File: config.mk
export PLATFORM = sky130hd
export DESIGN_NAME = input_conditioner
export DESIGN_NICKNAME = d
export VERILOG_FILES = /design/src/rtl/input_conditioner_pkg.sv /design/src/rtl/input_conditioner_synchronizer.sv /design/src/rtl/input_conditioner.sv
export SDC_FILE = /design/constraint.sdc
export NUM_CORES = 1
export LEC_CHECK = 0
export ABC_AREA = 1
export BUFFER_PORTS_ARGS = -buffer_cell sky130_fd_sc_hd__buf_2
export CAP_MARGIN = 20
export CORE_MARGIN = 1.5
export CORE_UTILIZATION = 60
export CTS_CLUSTER_SIZE = 28
export DETAILED_ROUTE_END_ITERATION = 8
export HOLD_SLACK_MARGIN = 0.02
export PLACE_DENSITY_LB_ADDON = 0.25
export SETUP_SLACK_MARGIN = 0.1
export SLEW_MARGIN = 20
export SYNTH_ARGS = -nofsm -noshare
export SYNTH_HDL_FRONTEND = slang
export SYNTH_HIERARCHICAL = 1
export SYNTH_SLANG_ARGS = --single-unit
File: constraint.sdc
create_clock -name clock -period 1.9 [get_ports clock]
set_input_delay 0.57 -clock clock [delete_from_list [all_inputs] [get_ports clock]]
set_output_delay 0.57 -clock clock [all_outputs]
set_load 0.01 [all_outputs]
File: src/rtl/input_conditioner_pkg.sv
// rtl/input_conditioner_pkg.sv - shared key FSM state type and default timing constants
package input_conditioner_pkg;

   typedef enum logic [1:0] {
      KEY_IDLE,
      KEY_PRESS_DEB,
      KEY_HELD,
      KEY_RELEASE_DEB
   } key_state_t;

   localparam int DEFAULT_DEBOUNCE_CYCLES      = 500000;
   localparam int DEFAULT_REPEAT_DELAY_CYCLES  = 25000000;
   localparam int DEFAULT_REPEAT_PERIOD_CYCLES = 5000000;

   function automatic int max3(input int a, input int b, input int c);
      int m;
      m = (a > b) ? a : b;
      return (m > c) ? m : c;
   endfunction

   function automatic int count_width(input int n);
      return (n < 2) ? 1 : $clog2(n);
   endfunction

endpackage

File: src/rtl/input_conditioner_synchronizer.sv
// rtl/input_conditioner_synchronizer.sv - two-flop synchronizer with async reset to a chosen value
module input_conditioner_synchronizer #(
   parameter logic RESET_VALUE = 1'b0
) (
   input  logic clock,
   input  logic reset_n,
   input  logic d,
   output logic q
);

   logic meta;

   always_ff @(posedge clock or negedge reset_n) begin
      if (!reset_n) begin
         meta <= RESET_VALUE;
         q    <= RESET_VALUE;
      end else begin
         meta <= d;
         q    <= meta;
      end
   end

endmodule

File: src/rtl/input_conditioner.sv
// rtl/input_conditioner.sv - reset/switch synchronization and debounced key step pulse
// Optional auto-repeat while held: INPUT_CONDITIONER_AUTO_REPEAT_EN
module input_conditioner
   import input_conditioner_pkg::*;
#(
   parameter int DEBOUNCE_CYCLES      = DEFAULT_DEBOUNCE_CYCLES,
   parameter int REPEAT_DELAY_CYCLES  = DEFAULT_REPEAT_DELAY_CYCLES,
   parameter int REPEAT_PERIOD_CYCLES = DEFAULT_REPEAT_PERIOD_CYCLES
) (
   input  logic clock,
   input  logic reset_n,
   input  logic key_n,
   input  logic switch_in,
   output logic reset_s2_n,
   output logic key_pressed,
   output logic manual_clock_enabled
);

`ifdef INPUT_CONDITIONER_AUTO_REPEAT_EN
   localparam bit AUTO_REPEAT = 1'b1;
`else
   localparam bit AUTO_REPEAT = 1'b0;
`endif

   // One counter serves debounce and, when enabled, repeat timing in HELD.
   localparam int CNT_RANGE = AUTO_REPEAT
      ? max3(DEBOUNCE_CYCLES, REPEAT_DELAY_CYCLES, REPEAT_PERIOD_CYCLES)
      : DEBOUNCE_CYCLES;
   localparam int CNT_W = count_width(CNT_RANGE);

   typedef logic [CNT_W-1:0] cnt_t;

   localparam cnt_t DEB_LAST = cnt_t'(DEBOUNCE_CYCLES - 1);
   localparam cnt_t CNT_MAX  = '1;

   logic       key_n_s;
   logic       key_down;
   key_state_t state;
   cnt_t       cnt;

   input_conditioner_synchronizer #(.RESET_VALUE(1'b0)) u_reset_sync (
      .clock   (clock),
      .reset_n (reset_n),
      .d       (1'b1),
      .q       (reset_s2_n)
   );

   input_conditioner_synchronizer #(.RESET_VALUE(1'b1)) u_key_sync (
      .clock   (clock),
      .reset_n (reset_n),
      .d       (key_n),
      .q       (key_n_s)
   );

   input_conditioner_synchronizer #(.RESET_VALUE(1'b0)) u_switch_sync (
      .clock   (clock),
      .reset_n (reset_n),
      .d       (switch_in),
      .q       (manual_clock_enabled)
   );

   assign key_down = ~key_n_s;

`ifdef INPUT_CONDITIONER_AUTO_REPEAT_EN
   localparam cnt_t REP_DELAY_LAST  = cnt_t'(REPEAT_DELAY_CYCLES - 1);
   localparam cnt_t REP_PERIOD_LAST = cnt_t'(REPEAT_PERIOD_CYCLES - 1);

   // Repeat only after a real accepted press, never after a press held through reset.
   logic rep_armed;
   logic rep_started;
`endif

   always_ff @(posedge clock or negedge reset_n) begin
      if (!reset_n) begin
         state       <= KEY_HELD;
         cnt         <= '0;
         key_pressed <= 1'b0;
`ifdef INPUT_CONDITIONER_AUTO_REPEAT_EN
         rep_armed   <= 1'b0;
         rep_started <= 1'b0;
`endif
      end else begin
         key_pressed <= 1'b0;
         unique case (state)
            KEY_IDLE: begin
               if (key_down) begin
                  state <= KEY_PRESS_DEB;
                  cnt   <= '0;
               end
            end
            KEY_PRESS_DEB: begin
               if (!key_down) begin
                  state <= KEY_IDLE;
               end else if (cnt == DEB_LAST) begin
                  state       <= KEY_HELD;
                  cnt         <= '0;
                  key_pressed <= 1'b1;
`ifdef INPUT_CONDITIONER_AUTO_REPEAT_EN
                  rep_armed   <= 1'b1;
                  rep_started <= 1'b0;
`endif
               end else if (cnt != CNT_MAX) begin
                  cnt <= cnt + 1'b1;
               end
            end
            KEY_HELD: begin
               if (!key_down) begin
                  state <= KEY_RELEASE_DEB;
                  cnt   <= '0;
`ifdef INPUT_CONDITIONER_AUTO_REPEAT_EN
                  rep_armed <= 1'b0;
               end else if (rep_armed) begin
                  if (cnt == (rep_started ? REP_PERIOD_LAST : REP_DELAY_LAST)) begin
                     key_pressed <= 1'b1;
                     rep_started <= 1'b1;
                     cnt         <= '0;
                  end else if (cnt != CNT_MAX) begin
                     cnt <= cnt + 1'b1;
                  end
`endif
               end
            end
            KEY_RELEASE_DEB: begin
               if (key_down) begin
                  state <= KEY_HELD;
                  cnt   <= '0;
               end else if (cnt == DEB_LAST) begin
                  state <= KEY_IDLE;
                  cnt   <= '0;
               end else if (cnt != CNT_MAX) begin
                  cnt <= cnt + 1'b1;
               end
            end
            default: begin
               state <= KEY_IDLE;
               cnt   <= '0;
            end
         endcase
      end
   end

endmodule

; ---- Word level (Yosys, flattened, before mapping)
; Cells that the tools add are included.
[totals]
ff_bits = 28
latchBits = 0
ram_bits = 0
romBits = 0
in_bits = 4
out_inout_bits = 3
mem_count = 0
[op_classes]
n_addsub = 1
n_mul = 0
div_mod_pow = 0
n_lt_le_gt_ge = 0
n_eq_ne = 10
n_shift = 0
mux = 17
n_bitwise = 0
n_reduce_logical = 3
[op_table]
columns = cell, n
row1 = $mux W19, 6
row2 = $pmux W19 S4, 1
row3 = $add A19 B1 Y19 const B, 1
row4 = $eq A19 B19 Y1 const B, 1
row5 = $ne A19 B19 Y1 const B, 1
row6 = $mux W2, 6
row7 = $pmux W2 S4, 1
row8 = $eq A2 B2 Y1 const B, 2
row9 = $ne A2 B2 Y1 const B, 2
row10 = $reduce_and A4 Y1, 1
row11 = $mux W1, 3
row12 = $ne A3 B2 Y1 const B, 1
row13 = $ne A3 B3 Y1 const B, 1
row14 = $reduce_and A3 Y1, 1
row15 = $eq A2 B1 Y1 const B, 1
row16 = $logic_not A2 Y1, 1
row17 = $ne A2 B1 Y1 const B, 1

; ---- Depth between registers and ports, before layout
[logic_depth]
word_depth = 5
depth_mapped = 12
ltp_nobuf = 12

; ---- By module
; Netlist, hierarchy kept.
[modules_own_cells]
columns = module, instances, cells_per_inst, area_per_inst_um2, seq_area_each_um2
row1 = input_conditioner, 1, 217, 1507.7, 551.8
row2 = input_conditioner_synchronizer at u_reset_sync ..., 2, 2, 50.0, 50.0
row3 = input_conditioner_synchronizer at u_key_sync, 1, 2, 52.6, 52.6

; ---- Worst setup path after synthesis
; Ideal clock, no wire load.
[synth_timing]
kind = flip-flop to flip-flop
from = register cnt[0]
to = register cnt[14]
setup_ns = 0.121
arrival_time_ns = 1.402
t_required_ns = 1.779
setup_slack_ns = 0.377
path_stages_with_launch = 12
path_buffers = 1
period_less_slack_ns = 1.523
path_cell_list = dfrtp_1 ha_1 nand2_2 nor2_4 nand2_4 nor2_8 nand3_4 buf_6 nand3_1 nand2_1 nand2_1 nor2_1
[synth_between]
elab_chain_cells = 5
elab_cells_between_ends = 8
classes_between = 1 x add/sub / 2 x eq/ne / 5 x mux
[synth_lines]
columns = element, line
row1 = from (decl), input_conditioner.sv:39  ; cnt_t cnt;
row2 = from (signal assigned), input_conditioner.sv:103  ; cnt <= cnt + 1'b1;
row3 = from (signal assigned), input_conditioner.sv:131  ; cnt <= cnt + 1'b1;
row4 = $add A19 B1 Y19 or $ne A19 B19 Y1 (tied branches), -
row5 = $mux W19, "input_conditioner.sv:102, input_conditioner.sv:130"
row6 = $mux W19 (*), input_conditioner.sv:94  ; end else if (cnt == DEB_LAST) begin
row7 = $mux W19 (on tied branches), "input_conditioner.sv:124, input_conditioner.sv:92"
row8 = $pmux W19 S4 (*), input_conditioner.sv:84  ; unique case (state)
; Mark *: on every way between the ends. The rest lies on a longest branch, timed or not. The select of a mux whose other input is x is not followed.
; A chain may end at the register's enable or synchronous reset.

; ---- Worst setup path in the final report
[layout_timing]
from = register cnt[1]
to = register cnt[2]
; Same word-level chain as after synthesis.

==> qor.txt <==
Status: finished clean
Finished Layout Cells: 265
Post-synth ARST share: 1.00
Crit end category: register
RSZ-0062 raised after global routing: true
Cell Int Power: 1.05 mW
Switching Share: 0.383
Period utilization: 0.867
Post-synthesis cell area: 0.00166 sq mm
Syn nets: 228
Die W: 55.6 um
Post-DR wirelength/cell: 12.6 um
Post-layout util: 0.710
CTS Buf Count: 3
Largest net degree at the start of global routing: 29
Worst Max-Slew Pin Slew: 602 ps
Worst reg2reg setup slack: 250 ps
Crit path kind: reg -> reg
CP Cell Sequence: ha_2 > nand2_2 > nor2_4 > nand2_4 > nor2_8 > nand3_4 > nand2_4 > inv_2 > nand2_1 > nand2_1 > inv_1 > nor2_1
Post-synth top area share: 0.377
Min Tclk post-route: 1650 ps
Filler cells: 204
Sequential-to-total area share from yosys stat: 0.424
Share of post-route cells with drive strength above 1: 0.174
Hold Path Class: in -> async
Cell variety after synth: 26
Vias in the first global route: 1349
R2r worst-path depth: 12
Yosys warnings: 6
Die Footprint: 0.00309 sq mm
Hold Fails Final Rpt: 0
Relative slew slack: 0.598
Post-route ant nets: 0
Arrival @ worst endpoint: 1890 ps
Worst skew pair latency: 330 ps
Top Ports: 7
Area grow syn2layout: 8.82%
P_leak: 0.930 nW
Yosys reg bits: 28
Setup TNS: 0 ps
Core Region: 0.00254 sq mm
WHS: 218 ps
Post-synth EDFFs: 0
Largest stage delay on the critical path: 400 ps
First-pass GRT wire length: 6000 um
Die height: 55.6 um
Final setup viols: 0
CP required: 2140 ps
Crit-path max FO: 9
Max H-tree Level: 1
Clk pwr share: 0.232
Drt first pass iters: 5
Worst setup SP type: register
Top-count cell post-synth: nand2_1
Crit-path slowest cell: dfrtp_1
Clk sinks: 28
Yosys top cell by area: dfrtp_1
Finished layout cell area: 0.00181 sq mm
Overflow after GRT: 0
Combinational share of power: 0.352
Layout Skew: 2.35 ps
PD cells: 941 mW/mm^2
Cell row count: 18
Overall Global Routing Usage: 0.243
Commonest cells post-synth: 52 x nand2_1, 40 x inv_1, 32 x nor2_1
Syn Inst Count: 223
Start of the worst register-to-register path: cnt[1]
Max Clk Rate: 0.607 GHz
Root Driver: clkbuf_4
Initial antenna violation count: 0
Vias: 1381
Peak supply drop: 0.000734 V
Drt via density: 5.21
WP buf/inv: 2
Antenna cells: 0
Dpl hpwl: 2370 um
Placed Area: 0.00169 sq mm
R2R Path End: cnt[2]
Initial DRC count: 76
Hold_buf cts: 0
Placed cells: 256
Sw power: 0.652 mW
Final net count: 241
Final Wtd Congestion: 0.876
DRC Markers: 0
CTS clock-pin slew for the worst setup and hold paths: 150 ps
Max-slew violations: 0
Main flop type after synthesis: dfrtp_1
Initial Util: 0.652
Port Buffers: 6
CTS tree: yes
Clock Tree Buf Depth: 2
Sequential cell fraction of total power: 0.416
Top post-synthesis cells by area: dfrtp_1 38%, nand2_1 12%, inv_1 9.0%
Max Cap Viol: 0
Routed WL: 3340 um
Mean post-synth cell area: 7.45 sq um
CP delay by family, top: simple AND/OR/NAND/NOR gates
[final cells by class]
type,count,area (sq um),share of cell area
Timing Repair Buffer,11,67.6,0.0374
Multi-Input combinational cell,149,778,0.431
Clock buffer,3,22.5,0.0125
Tap cell,30,37.5,0.0208
Inverter,43,166,0.0921
Sequential cell,28,704,0.390
Clock inverter,1,30.0,0.0166
[power groups by stage]
stage,Combinational [mW],Clock [mW],Sequential (mW)
after CTS,0.525,0.396,0.710
after detailed placement,0.495,0,0.730
final,0.599,0.394,0.708
after global routing,0.689,0.420,0.715
after global placement,0.468,0,0.724
after floorplan,0.422,0,0.718
[cells by family (layout without fill, tap and decap cells)]
family / count (synthesis) / count (layout) / synth area share
buffers and inverters: 46 / 58 / 0.118
adder cells (fa/ha/maj): 1 / 1 / 0.00753
other: 1 / 1 / 0.00226
AO/OA/AOI/OAI: 20 / 20 / 0.0678
flip-flops: 28 / 28 / 0.424
AND/OR/NAND/NOR: 127 / 127 / 0.380
[routing by layer]
metal / vias to the layer above / routed length (um) / global-route usage
met2: 37 / 1630 / 0.413
met1: 623 / 1530 / 0.318
met3: 8 / 120 / 0.0372
met4: 0 / 52 / 0.0767
li1: 713 / - / -
met5: - / 0 / 0
[cell usage in the layout, fill, tap and decap left out, types with 2 or more instances in the layout]
| cell type | instances |
|---|---|
| a21oi_1 | 5 |
| a21oi_2 | 3 |
| buf_2 | 6 |
| buf_4 | 5 |
| clkbuf_4 | 3 |
| dfrtp_1 | 25 |
| dfstp_2 | 3 |
| inv_1 | 40 |
| inv_2 | 2 |
| nand2_1 | 51 |
| nand2_2 | 3 |
| nand2_4 | 3 |
| nand3_1 | 18 |
| nand3_2 | 4 |
| nand4_1 | 4 |
| nor2_1 | 32 |
| nor2_4 | 2 |
| nor3_1 | 5 |
| o21ai_0 | 10 |
[repair_timing]
| action | CTS | global route |
|---|---|---|
| resized for setup | 0 | 6 |
| pin swaps | 1 | 0 |
| endpoints found under the setup margin | 7 | 17 |
| setup buffers | 4 | 1 |
[stage by stage]
stage / worst slack, ps / power [mW]
5_1_grt: 95.7 / 1.82
3_5_place_dp: 61.2 / 1.23
6_report: 253 / 1.70
3_3_place_gp: 131 / 1.19
2_1_floorplan: 377 / 1.14
4_1_cts: 142 / 1.63
[worst max-delay path by stage]
stage	to	slack, ps	cells past startpoint	start
2_1_floorplan	cnt[14]	380	11	cnt[0]
3_3_place_gp	cnt[2]	130	12	cnt[0]
3_5_place_dp	cnt[2]	60	12	cnt[0]
4_1_cts	cnt[0]	140	6	register
5_1_grt	cnt[8]	100	10	cnt[1]
6_report	cnt[2]	250	12	cnt[1]
[sequential cells by signal, indices dropped and copies added, names as in the netlist, named ones only]
signal / count
state: 1
u_reset_sync/q: 1
u_reset_sync/meta: 1
u_switch_sync/meta: 1
u_switch_sync/q: 1
u_key_sync/meta: 1
u_key_sync/q: 1
key_pressed: 1
cnt: 19
Power figures use the tool's default switching activity.
